--- src/rtl/bot_evt_pkg.sv ---
`default_nettype none
// ============================================================================
// Module   : bot_evt_pkg
// Purpose  : Shared definitions for the BOTSIM event queue: record field
//            layout, IRQ handshake state encoding, default queue depth and
//            the drop counter saturation value.
// Ports    : none (package)
// Revision : 1.0 - initial release
// ============================================================================
package bot_evt_pkg;

  // Queue depth default (records) and record width
  localparam int unsigned c_DEPTH_DEF = 8;
  localparam int unsigned c_REC_W     = 32;
  localparam int unsigned c_FIELD_W   = 8;

  // Bit offsets of each field inside a 32-bit event record
  localparam int unsigned c_LOCX_LSB  = 0;
  localparam int unsigned c_LOCY_LSB  = 8;
  localparam int unsigned c_SENS_LSB  = 16;
  localparam int unsigned c_INFO_LSB  = 24;

  // drop_cnt holds at this value once reached
  localparam logic [7:0]  c_DROP_SAT  = 8'd255;

  // Interrupt handshake states toward the Application CPU
  typedef enum logic [1:0] {
    IRQ_IDLE    = 2'd0,
    IRQ_REQ     = 2'd1,
    IRQ_SERVICE = 2'd2
  } irq_state_e;

  // Assemble one event record from the BOTSIM register fields
  function automatic logic [c_REC_W-1:0] pack_rec(
    input logic [c_FIELD_W-1:0] botinfo,
    input logic [c_FIELD_W-1:0] sensors,
    input logic [c_FIELD_W-1:0] locy,
    input logic [c_FIELD_W-1:0] locx
  );
    return {botinfo, sensors, locy, locx};
  endfunction

endpackage
`default_nettype wire

--- src/rtl/bot_evt_fifo.sv ---
`default_nettype none
// ============================================================================
// Module   : bot_evt_fifo
// Purpose  : Synchronous first-word-fall-through FIFO. The head word is
//            presented combinationally and forced to zero while empty.
//            A push into a full FIFO is accepted only when a pop retires the
//            head on the same edge; a pop on an empty FIFO is ignored.
// Ports    : clk, rst_n      - clock, asynchronous active-low reset
//            i_push, i_wdata - write request and data
//            i_pop           - discard head request
//            o_rdata         - head word (0 when empty)
//            o_count         - words held, 0..DEPTH
//            o_full/o_empty  - occupancy flags
//            o_push_ok       - push accepted this cycle
// Revision : 1.0 - initial release
// ============================================================================
module bot_evt_fifo #(
  parameter int DEPTH = 8,
  parameter int AW    = 3,
  parameter int W     = 32
) (
  input  logic          clk,
  input  logic          rst_n,
  input  logic          i_push,
  input  logic [W-1:0]  i_wdata,
  input  logic          i_pop,
  output logic [W-1:0]  o_rdata,
  output logic [AW:0]   o_count,
  output logic          o_full,
  output logic          o_empty,
  output logic          o_push_ok
);

  logic [W-1:0]  r_mem [DEPTH];
  logic [AW-1:0] r_wr_ptr;
  logic [AW-1:0] r_rd_ptr;
  logic [AW:0]   r_count;

  logic w_pop_ok;
  logic w_push_ok;

  assign o_full    = (r_count == (AW+1)'(DEPTH));
  assign o_empty   = (r_count == '0);
  assign w_pop_ok  = i_pop & ~o_empty;
  // A full FIFO still takes a push when the head leaves on the same edge
  assign w_push_ok = i_push & (~o_full | w_pop_ok);
  assign o_push_ok = w_push_ok;

  // Storage is intentionally not reset
  always_ff @(posedge clk) begin
    if (w_push_ok) begin
      r_mem[r_wr_ptr] <= i_wdata;
    end
  end

  // DEPTH is a power of two, so pointers wrap naturally at AW bits
  always_ff @(posedge clk or negedge rst_n) begin
    if (!rst_n) begin
      r_wr_ptr <= '0;
      r_rd_ptr <= '0;
      r_count  <= '0;
    end else begin
      if (w_push_ok) begin
        r_wr_ptr <= r_wr_ptr + AW'(1);
      end
      if (w_pop_ok) begin
        r_rd_ptr <= r_rd_ptr + AW'(1);
      end
      case ({w_push_ok, w_pop_ok})
        2'b10:   r_count <= r_count + (AW+1)'(1);
        2'b01:   r_count <= r_count - (AW+1)'(1);
        default: r_count <= r_count;
      endcase
    end
  end

  assign o_rdata = o_empty ? '0 : r_mem[r_rd_ptr];
  assign o_count = r_count;

endmodule
`default_nettype wire

--- src/rtl/bot_evt_queue.sv ---
`default_nettype none
// ============================================================================
// Module   : bot_evt_queue
// Purpose  : Captures a BOTSIM system-register snapshot on every rising edge
//            of upd_sysregs into an FWFT queue, counts records dropped while
//            full, and runs a request/acknowledge interrupt handshake toward
//            the Application CPU.
// Ports    : clk, reset             - clock, asynchronous active-low reset
//            upd_sysregs            - BOTSIM update level
//            LocX/LocY/Sensors/BotInfo_in - BOTSIM register values
//            pop                    - discard head record
//            irq_ack                - CPU acknowledge of irq_req
//            clr_ovf                - clear overflow and drop_cnt
//            evt_valid, evt_*       - head record (0 when empty)
//            count                  - records held
//            overflow, drop_cnt     - drop accounting
//            irq_req                - interrupt request
// Revision : 1.0 - initial release
// ============================================================================
module bot_evt_queue
  import bot_evt_pkg::*;
#(
  parameter int DEPTH = c_DEPTH_DEF,
  parameter int AW    = 3
) (
  input  logic          clk,
  input  logic          reset,
  input  logic          upd_sysregs,
  input  logic [7:0]    LocX_in,
  input  logic [7:0]    LocY_in,
  input  logic [7:0]    Sensors_in,
  input  logic [7:0]    BotInfo_in,
  input  logic          pop,
  input  logic          irq_ack,
  input  logic          clr_ovf,
  output logic          evt_valid,
  output logic [7:0]    evt_LocX,
  output logic [7:0]    evt_LocY,
  output logic [7:0]    evt_Sensors,
  output logic [7:0]    evt_BotInfo,
  output logic [AW:0]   count,
  output logic          overflow,
  output logic [7:0]    drop_cnt,
  output logic          irq_req
);

  logic               r_upd_q;
  logic               r_overflow;
  logic [7:0]         r_drop_cnt;
  logic               r_irq_req;
  irq_state_e         r_state;

  logic               w_push;
  logic               w_drop;
  logic               w_push_ok;
  logic               w_full;
  logic               w_empty;
  logic [c_REC_W-1:0] w_wdata;
  logic [c_REC_W-1:0] w_head;
  logic [AW:0]        w_count;

  // Rising-edge detect: a level held high yields a single push. upd_q resets
  // low so a level already high at reset release is captured once.
  always_ff @(posedge clk or negedge reset) begin
    if (!reset) begin
      r_upd_q <= 1'b0;
    end else begin
      r_upd_q <= upd_sysregs;
    end
  end

  assign w_push  = upd_sysregs & ~r_upd_q;
  assign w_wdata = pack_rec(BotInfo_in, Sensors_in, LocY_in, LocX_in);

  bot_evt_fifo #(
    .DEPTH (DEPTH),
    .AW    (AW),
    .W     (c_REC_W)
  ) u_fifo (
    .clk       (clk),
    .rst_n     (reset),
    .i_push    (w_push),
    .i_wdata   (w_wdata),
    .i_pop     (pop),
    .o_rdata   (w_head),
    .o_count   (w_count),
    .o_full    (w_full),
    .o_empty   (w_empty),
    .o_push_ok (w_push_ok)
  );

  // Only a push refused by a full queue counts as a drop
  assign w_drop = w_push & w_full & ~w_push_ok;

  // A clear on the same edge as a drop is applied first, so the drop
  // restarts the count at 1 and leaves overflow set.
  always_ff @(posedge clk or negedge reset) begin
    if (!reset) begin
      r_overflow <= 1'b0;
      r_drop_cnt <= '0;
    end else if (w_drop) begin
      r_overflow <= 1'b1;
      if (clr_ovf) begin
        r_drop_cnt <= 8'd1;
      end else if (r_drop_cnt != c_DROP_SAT) begin
        r_drop_cnt <= r_drop_cnt + 8'd1;
      end
    end else if (clr_ovf) begin
      r_overflow <= 1'b0;
      r_drop_cnt <= '0;
    end
  end

  // IRQ handshake. After an acknowledge the request stays low until the
  // queue has drained once, so the CPU services a batch per interrupt.
  always_ff @(posedge clk or negedge reset) begin
    if (!reset) begin
      r_state   <= IRQ_IDLE;
      r_irq_req <= 1'b0;
    end else begin
      case (r_state)
        IRQ_IDLE: begin
          if (w_count != '0) begin
            r_state   <= IRQ_REQ;
            r_irq_req <= 1'b1;
          end
        end
        IRQ_REQ: begin
          if (irq_ack) begin
            r_state   <= IRQ_SERVICE;
            r_irq_req <= 1'b0;
          end
        end
        IRQ_SERVICE: begin
          if (w_count == '0) begin
            r_state   <= IRQ_IDLE;
            r_irq_req <= 1'b0;
          end
        end
        default: begin
          r_state   <= IRQ_IDLE;
          r_irq_req <= 1'b0;
        end
      endcase
    end
  end

  assign evt_valid   = ~w_empty;
  assign evt_LocX    = w_head[c_LOCX_LSB +: c_FIELD_W];
  assign evt_LocY    = w_head[c_LOCY_LSB +: c_FIELD_W];
  assign evt_Sensors = w_head[c_SENS_LSB +: c_FIELD_W];
  assign evt_BotInfo = w_head[c_INFO_LSB +: c_FIELD_W];
  assign count       = w_count;
  assign overflow    = r_overflow;
  assign drop_cnt    = r_drop_cnt;
  assign irq_req     = r_irq_req;

endmodule
`default_nettype wire
--- config.mk ---
export PLATFORM = sky130hd
export DESIGN_NAME = bot_evt_queue
export DESIGN_NICKNAME = d
export VERILOG_FILES = /design/src/rtl/bot_evt_pkg.sv /design/src/rtl/bot_evt_fifo.sv /design/src/rtl/bot_evt_queue.sv
export SDC_FILE = /design/constraint.sdc
export NUM_CORES = 1
export LEC_CHECK = 0
export CAP_MARGIN = 25
export CORE_ASPECT_RATIO = 0.6
export CORE_MARGIN = 4
export CORE_UTILIZATION = 45
export CTS_CLUSTER_SIZE = 30
export DETAILED_ROUTE_END_ITERATION = 8
export PLACE_DENSITY = 0.64
export SLEW_MARGIN = 20
export SYNTH_ARGS = -nofsm -noshare
export SYNTH_HDL_FRONTEND = slang
export SYNTH_SLANG_ARGS = --single-unit
--- constraint.sdc ---
create_clock -name clk -period 7.1 [get_ports clk]
set_clock_uncertainty 0.1 [all_clocks]
set_input_delay 1.065 -clock clk [delete_from_list [all_inputs] [get_ports clk]]
set_output_delay 1.065 -clock clk [all_outputs]
set_load 0.1 [all_outputs]
==> results of run 1 <==
## layout make-up
type                    count  area share [%]
flip-flops and latches    278            63.3
multi-input cells         215            19.6
repair buffers             97            7.42
clock buffers              32            5.34
well taps                 315            3.03
clock inverters            16            1.02
inverters                   8           0.231
diodes                      1          0.0192
## sequential cells by signal (all words and copies together), names as in the netlist
name             count
r_upd_q              1
u_fifo.o_count       4
r_state              2
u_fifo.r_rd_ptr      3
u_fifo.r_mem       256
overflow             1
u_fifo.r_wr_ptr      3
drop_cnt             8
## kinds of logic (layout without fill, tap and decap cells)
| kind of cell | after synthesis | count (layout) |
|---|---|---|
| flip-flops | 278 | 278 |
| multiplexers | 101 | 101 |
| AND/OR/NAND/NOR | 80 | 80 |
| buffers and inverters | 32 | 153 |
| AO/OA/AOI/OAI | 19 | 19 |
| XOR/XNOR | 9 | 9 |
| adder cells (fa/ha/maj) | 6 | 6 |
| other | 0 | 1 |
## worst reg2reg max path: cells and delay by family (launching register included)
family,cells,cell delay [ns]
XOR/XNOR,3,0.49
AO/OA/AOI/OAI,1,0.17
buffers and inverters,2,0.22
flip-flops,1,0.43
AND/OR/NAND/NOR,4,1.14
adder cells (fa/ha/maj),2,0.46
## cell usage in the layout (no fill, tap or decap), types with 7 or more instances in the layout
cell,netlist,routed
edfxtp_1,256,256
clkdlybuf4s50_1,0,83
nor2_4,0,7
buf_4,5,11
mux2i_1,33,33
nor2_1,45,39
dfrtp_1,22,19
clkbuf_16,0,27
mux4_2,64,64
## metrics by stage
step / util [%] / instances / hold WS, ns / cell area [µm²] / setup WS, ns
after floorplan: - / 525 / 0.317 / 10900 / 2.60
after global placement: 51.9 / 911 / 0.330 / 12100 / 2.43
after detailed placement: 52.0 / 912 / 0.354 / 12200 / 2.43
after CTS: 55.5 / 960 / 0.360 / 13000 / 1.86
after global routing: 55.6 / 961 / 0.387 / 13000 / 1.93
final: 55.6 / 962 / 0.356 / 13000 / 2.17
## worst max path at each step
stage / start / endpoint / slack, ns / cells after the start
after floorplan: u_fifo.o_count[1]$_DFFE_PN0P_ / u_fifo.r_mem[0][0]$_DFFE_PP_ / 2.60 / 5
after global placement: u_fifo.r_rd_ptr[0]$_DFFE_PN0P_ / evt_LocX[3] / 2.43 / 5
after detailed placement: u_fifo.r_rd_ptr[0]$_DFFE_PN0P_ / evt_LocX[3] / 2.43 / 5
after CTS: u_fifo.r_rd_ptr[0]$_DFFE_PN0P_ / evt_LocX[3] / 1.86 / 5
after global routing: u_fifo.r_rd_ptr[1]$_DFFE_PN0P_ / evt_LocY[0] / 1.93 / 5
final: u_fifo.r_rd_ptr[1]$_DFFE_PN0P_ / evt_LocY[0] / 2.17 / 5
## layer usage
metal / GRT usage (%) / vias up / part of all wire (%)
li1: - / 2337 / -
met3: 3.44 / 24 / 6.6
met2: 25.9 / 134 / 47
met4: 2.61 / 2 / 1.2
met1: 23.8 / 2730 / 45
met5: 0 / - / 0.056
==> flow_summary_export.csv, run 1 <==
group,metric,value,unit
global_routing,grt_pass1_vias,5475,
route,via_per_inst,5.43,
worst_hold_path,worstHoldPathCells,1,
worst_setup_path,cp.arrival,3.76,ns
timing,slew_violations,0,
layout,layout-drive-gt1-share,20.6,%
placed_design,dp_hpwl,12.2,mm
clocking,ctsResizeCount,0,
layout,regArea,8240,µm²
yosys,synth_top_area_share,70.7,%
die,rows,43,
worst_setup_path,slowest_delay,1.17,ns
route,post_drt_wl_per_cell,22.4,µm
timing,rsz0062_at_grt,"no",
global_routing,grt_max_degree,50,
die,fp.dieW,209,µm
worst_hold_path,holdPathEnd,"r_state[0]$_DFFE_PN0P_",
route,drc,0,
timing,post-route-period-util,69.4,%
worst_setup_path,slowest_stage,"clkdlybuf4s50_1",
yosys,synthMuxAreaShare,16.7,%
layout,final.fill_count,1806,
worst_setup_path,reg2reg_slack,3.99,ns
clocking,clock_latency,0.52,ns
flow_run,max_cap_viol_count,0,
route,ant_nets,0,
timing,relSlewSlack,33.3,%
yosys,synth_area_leader_cell,"edfxtp_1",
status,status,"finished, final reports clean",
yosys,synth_edf_count,256,
clocking,cts.hold.buffers_added,0,
layout,multi_input_area,2550,µm²
route,drtPass1Iterations,5,
yosys,synthAdderAreaFrac,0.691,%
worst_hold_path,hold_class,"register to register",
yosys,synthCells,525,
route,drt_wl_total,21.6,mm
placed_design,globalplace.congestion,0.798,
die,fp.dieArea,26800,µm²
worst_setup_path,rr_worst_depth,12,
worst_setup_path,crit_buf_inv,2,
layout,syn_to_final_growth,19.7,%
yosys,ys_seq_area_share,75.8,%
yosys,synth_top_family_by_area,"multiplexers",
worst_setup_path,critPathLaunchType,"register",
timing,worst_slew_pin_slew,0.997,ns
yosys,synth_area_leaders,"edfxtp_1 71%, mux4_2 13%, dfrtp_1 5.1%, mux2i_1 3.0%, nor2_1 1.6%",
timing,setup_violations,0,
global_routing,antenna_found_initial,1,
yosys,yosysWarnings,0,
yosys,syn_nets,569,
placed_design,io_buffers,84,
clocking,cts_buffers,27,
timing,fmax,203,MHz
yosys,yosys.cell_types.count,43,
global_routing,grtUsageTotal,16.1,%
worst_setup_path,r2r-end,"u_fifo.o_count[2]$_DFFE_PN0P_",
clocking,cts.clk_slew.worst_paths,0.06,ns
yosys,syn_area_per_cell,20.7,µm²
worst_hold_path,min-delay-start,"r_state[1]$_DFFE_PN0P_",
worst_setup_path,path_class,"register to primary output",
worst_setup_path,cpLargestDelayFamily,"buffers and inverters",
global_routing,grt-ovfl-total,0,
route,drt_iter0_drc,406,
layout,layout.nets,671,
die,fp.dieH,128,µm
yosys,synth_common_cells,"256 x edfxtp_1, 64 x mux4_2, 45 x nor2_1, 33 x mux2i_1, 22 x dfrtp_1",
yosys,async_flop_share,7.91,%
timing,setup_tns,0,ns
yosys,synth_compound_area_share,1.19,%
timing,min_period,4.93,ns
yosys,synth_ff_type,"edfxtp_1",
yosys,synth-simple-area-share,3.61,%
clocking,postCtsSetupBuffers,0,
clocking,cts_tree,"built",
die,io_pins,85,
yosys,ys_ff_latch,278,
yosys,yosysMostFrequentCell,"edfxtp_1",
clocking,ctsRootBufferMaster,"clkbuf_16",
clocking,htreeDepth,1,
worst_setup_path,crit_chain,"buf_4 -> mux4_2 -> mux2i_1 -> nor2_1 -> clkdlybuf4s50_1",
die,initial_core_util,46.5,%
worst_setup_path,required,5.93,ns
worst_setup_path,cp-end-kind,"primary output",
route,via_count,5227,
global_routing,grt_pass1_wl,33.1,mm
clocking,clockBufferDepth,3,
worst_setup_path,regToRegStartpoint,"u_fifo.o_count[2]$_DFFE_PN0P_",
die,core_area,23400,µm²
worst_setup_path,crit_fanout,36,
yosys,synth_area,10900,µm²
timing,hold_violations,0,
clocking,clock_sinks,278,
yosys,synth_xor_xnor_area_share,0.725,%
Power of run 1 is left out: the tool's default activity adds up to more than one toggle a clock period on the data nets, which glitch-free logic cannot reach.
==> run 2, diff against run 1 <==
Clock period 7.1 ns to 4.81 ns, I/O delays scaled along.
==> run 2 against run 1 <==
Setup slack worse by 1.7 ns. Design area increased by 0.44%. Critical path depth decreased by 1. Routed wire length rose by 2.7%. First-iteration DRC count grew 8.4%. Non-clock buffer count is 6 higher. Worst hold slack worse by 0.29 ns. Core utilization increased by 0.25 points. Critical endpoint is now evt_LocX[6].
==> flow_summary_export.csv, run 2 (synthesis results as in run 1) <==
group,metric,value,unit
status,status,"finished, final reports clean",
global_routing,antenna_found_initial,1,
worst_setup_path,required,3.99,ns
die,core_area,23400,µm²
global_routing,grt_pass1_wl,34.5,mm
route,drtPass1Iterations,6,
timing,setup_violations,0,
route,via_count,5326,
die,initial_core_util,46.5,%
route,wl_met1,10.2,mm
worst_setup_path,cp.arrival,3.52,ns
timing,min_period,4.34,ns
layout,antenna_cells,0,
timing,setup_tns,0,ns
die,fp.dieArea,26800,µm²
timing,post-route-period-util,90.2,%
clocking,ctsResizeCount,0,
worst_setup_path,critPathLaunchType,"register",
timing,hold_violations,0,
clocking,clock_sinks,278,
clocking,cts.hold.buffers_added,0,
clocking,postCtsSetupBuffers,0,
die,io_pins,85,
layout,layout.nets,676,
route,highest_layer,"met5",
worst_setup_path,crit_fanout,43,
worst_setup_path,path_class,"register to primary output",
clocking,ctsRootBufferMaster,"clkbuf_16",
route,post_drt_wl_per_cell,23.0,µm
clocking,clockBufferDepth,3,
route,dr_wl_met3,1.26,mm
route,drt_iter0_drc,440,
timing,relSlewSlack,33.1,%
global_routing,grt_max_degree,44,
clocking,cts_buffers,26,
worst_setup_path,regToRegStartpoint,"u_fifo.o_count[2]$_DFFE_PN0P_",
placed_design,io_buffers,84,
clocking,clock_latency,0.52,ns
layout,layout-drive-gt1-share,24.8,%
worst_hold_path,hold_class,"primary input to async pin",
placed_design,dp_hpwl,13.0,mm
timing,worst_slew_pin_slew,1.00,ns
global_routing,grtUsageTotal,16.6,%
worst_setup_path,cp-end-kind,"primary output",
layout,syn_to_final_growth,20.3,%
route,drc,0,
timing,slew_violations,0,
layout,mostFrequentLayoutCells,"256 x edfxtp_1, 64 x mux4_2, 62 x clkdlybuf4s50_1, 39 x nor2_1, 37 x buf_4",
global_routing,grt-ovfl-total,0,
worst_setup_path,cp-startpoint,"u_fifo.r_rd_ptr[0]$_DFFE_PN0P_",
clocking,cts.clk_slew.worst_paths,0.07,ns
route,drt_wl_total,22.1,mm
timing,rsz0062_at_grt,"no",
die,fp.dieH,128,µm
layout,regMostFlops,"u_fifo.r_mem",
layout,largest_register_ffs,256,
worst_setup_path,reg2reg_slack,1.39,ns
die,rows,43,
layout,final.fill_count,1765,
placed_design,globalplace.congestion,0.788,
timing,fmax,230,MHz
global_routing,grt_pass1_vias,5720,
layout,final_common_cell,"edfxtp_1",
flow_run,max_cap_viol_count,0,
clocking,cts_tree,"built",
route,ant_nets,0,
route,wl_met2,10.4,mm
route,via_per_inst,5.52,
die,fp.dieW,209,µm
clocking,htreeDepth,1,
-- run 2: cell types whose count changed in the layout (fill, tap and decap cells not counted), moves of 2 or more --
cell,delta
buf_12,+2
buf_4,+26
bufinv_16,+3
clkbuf_1,-3
clkdlybuf4s50_1,-21
-- run 2: path summary, 6_finish.rpt --
| check | cells after the start | to |
|---|---|---|
| worst max-delay path | 4 | evt_LocX[6] |
| worst min register to register | 1 | r_state[0]$_DFFE_PN0P_ |
| max in group asynchronous | 1 | u_fifo.r_rd_ptr[0]$_DFFE_PN0P_ |
| worst min-delay path | 1 | drop_cnt[6]$_DFFE_PN0P_ |
| min in group clk | 1 | r_state[0]$_DFFE_PN0P_ |
| worst max register to register | 12 | u_fifo.o_count[2]$_DFFE_PN0P_ |
-- run 2: worst max-delay path: stages (launching register included) --
cell             delay (ns)
dfrtp_4                1.02
mux4_2                 0.59
mux2i_1                0.26
nor2_1                 0.10
clkdlybuf4s50_1        1.01
-- run 2: through the flow --
| stage | std cells | setup slack [ns] | util, % | area, µm² | hold WS [ns] |
|---|---|---|---|---|---|
| 6_report | 964 | 0.470 | 55.9 | 13100 | 0.0693 |
| 5_1_grt | 964 | 0.297 | 55.9 | 13100 | 0.111 |
| 2_1_floorplan | 525 | 0.306 | - | 10900 | 0.317 |
| 3_5_place_dp | 919 | 0.973 | 52.1 | 12200 | 0.340 |
| 4_1_cts | 964 | 0.404 | 55.9 | 13100 | 0.350 |
| 3_3_place_gp | 918 | 1.02 | 52.0 | 12200 | 0.336 |
-- run 2: layout make-up --
| type | count | area (µm²) | area share [%] |
|---|---|---|---|
| clock buffers | 29 | 683 | 5.23 |
| clock inverters | 16 | 206 | 1.58 |
| inverters | 8 | 30.0 | 0.230 |
| multi-input cells | 215 | 2550 | 19.5 |
| flip-flops and latches | 278 | 8240 | 63.1 |
| well taps | 315 | 394 | 3.01 |
| repair buffers | 103 | 963 | 7.37 |
-- run 2: per-layer routing --
metal / global-route usage [%] / vias to the layer above
li1: - / 2352
met1: 25.2 / 2790
met2: 26.2 / 149
met3: 3.02 / 33
met4: 2.88 / 2
met5: 0 / -
Power of run 2 is left out for the same reason.
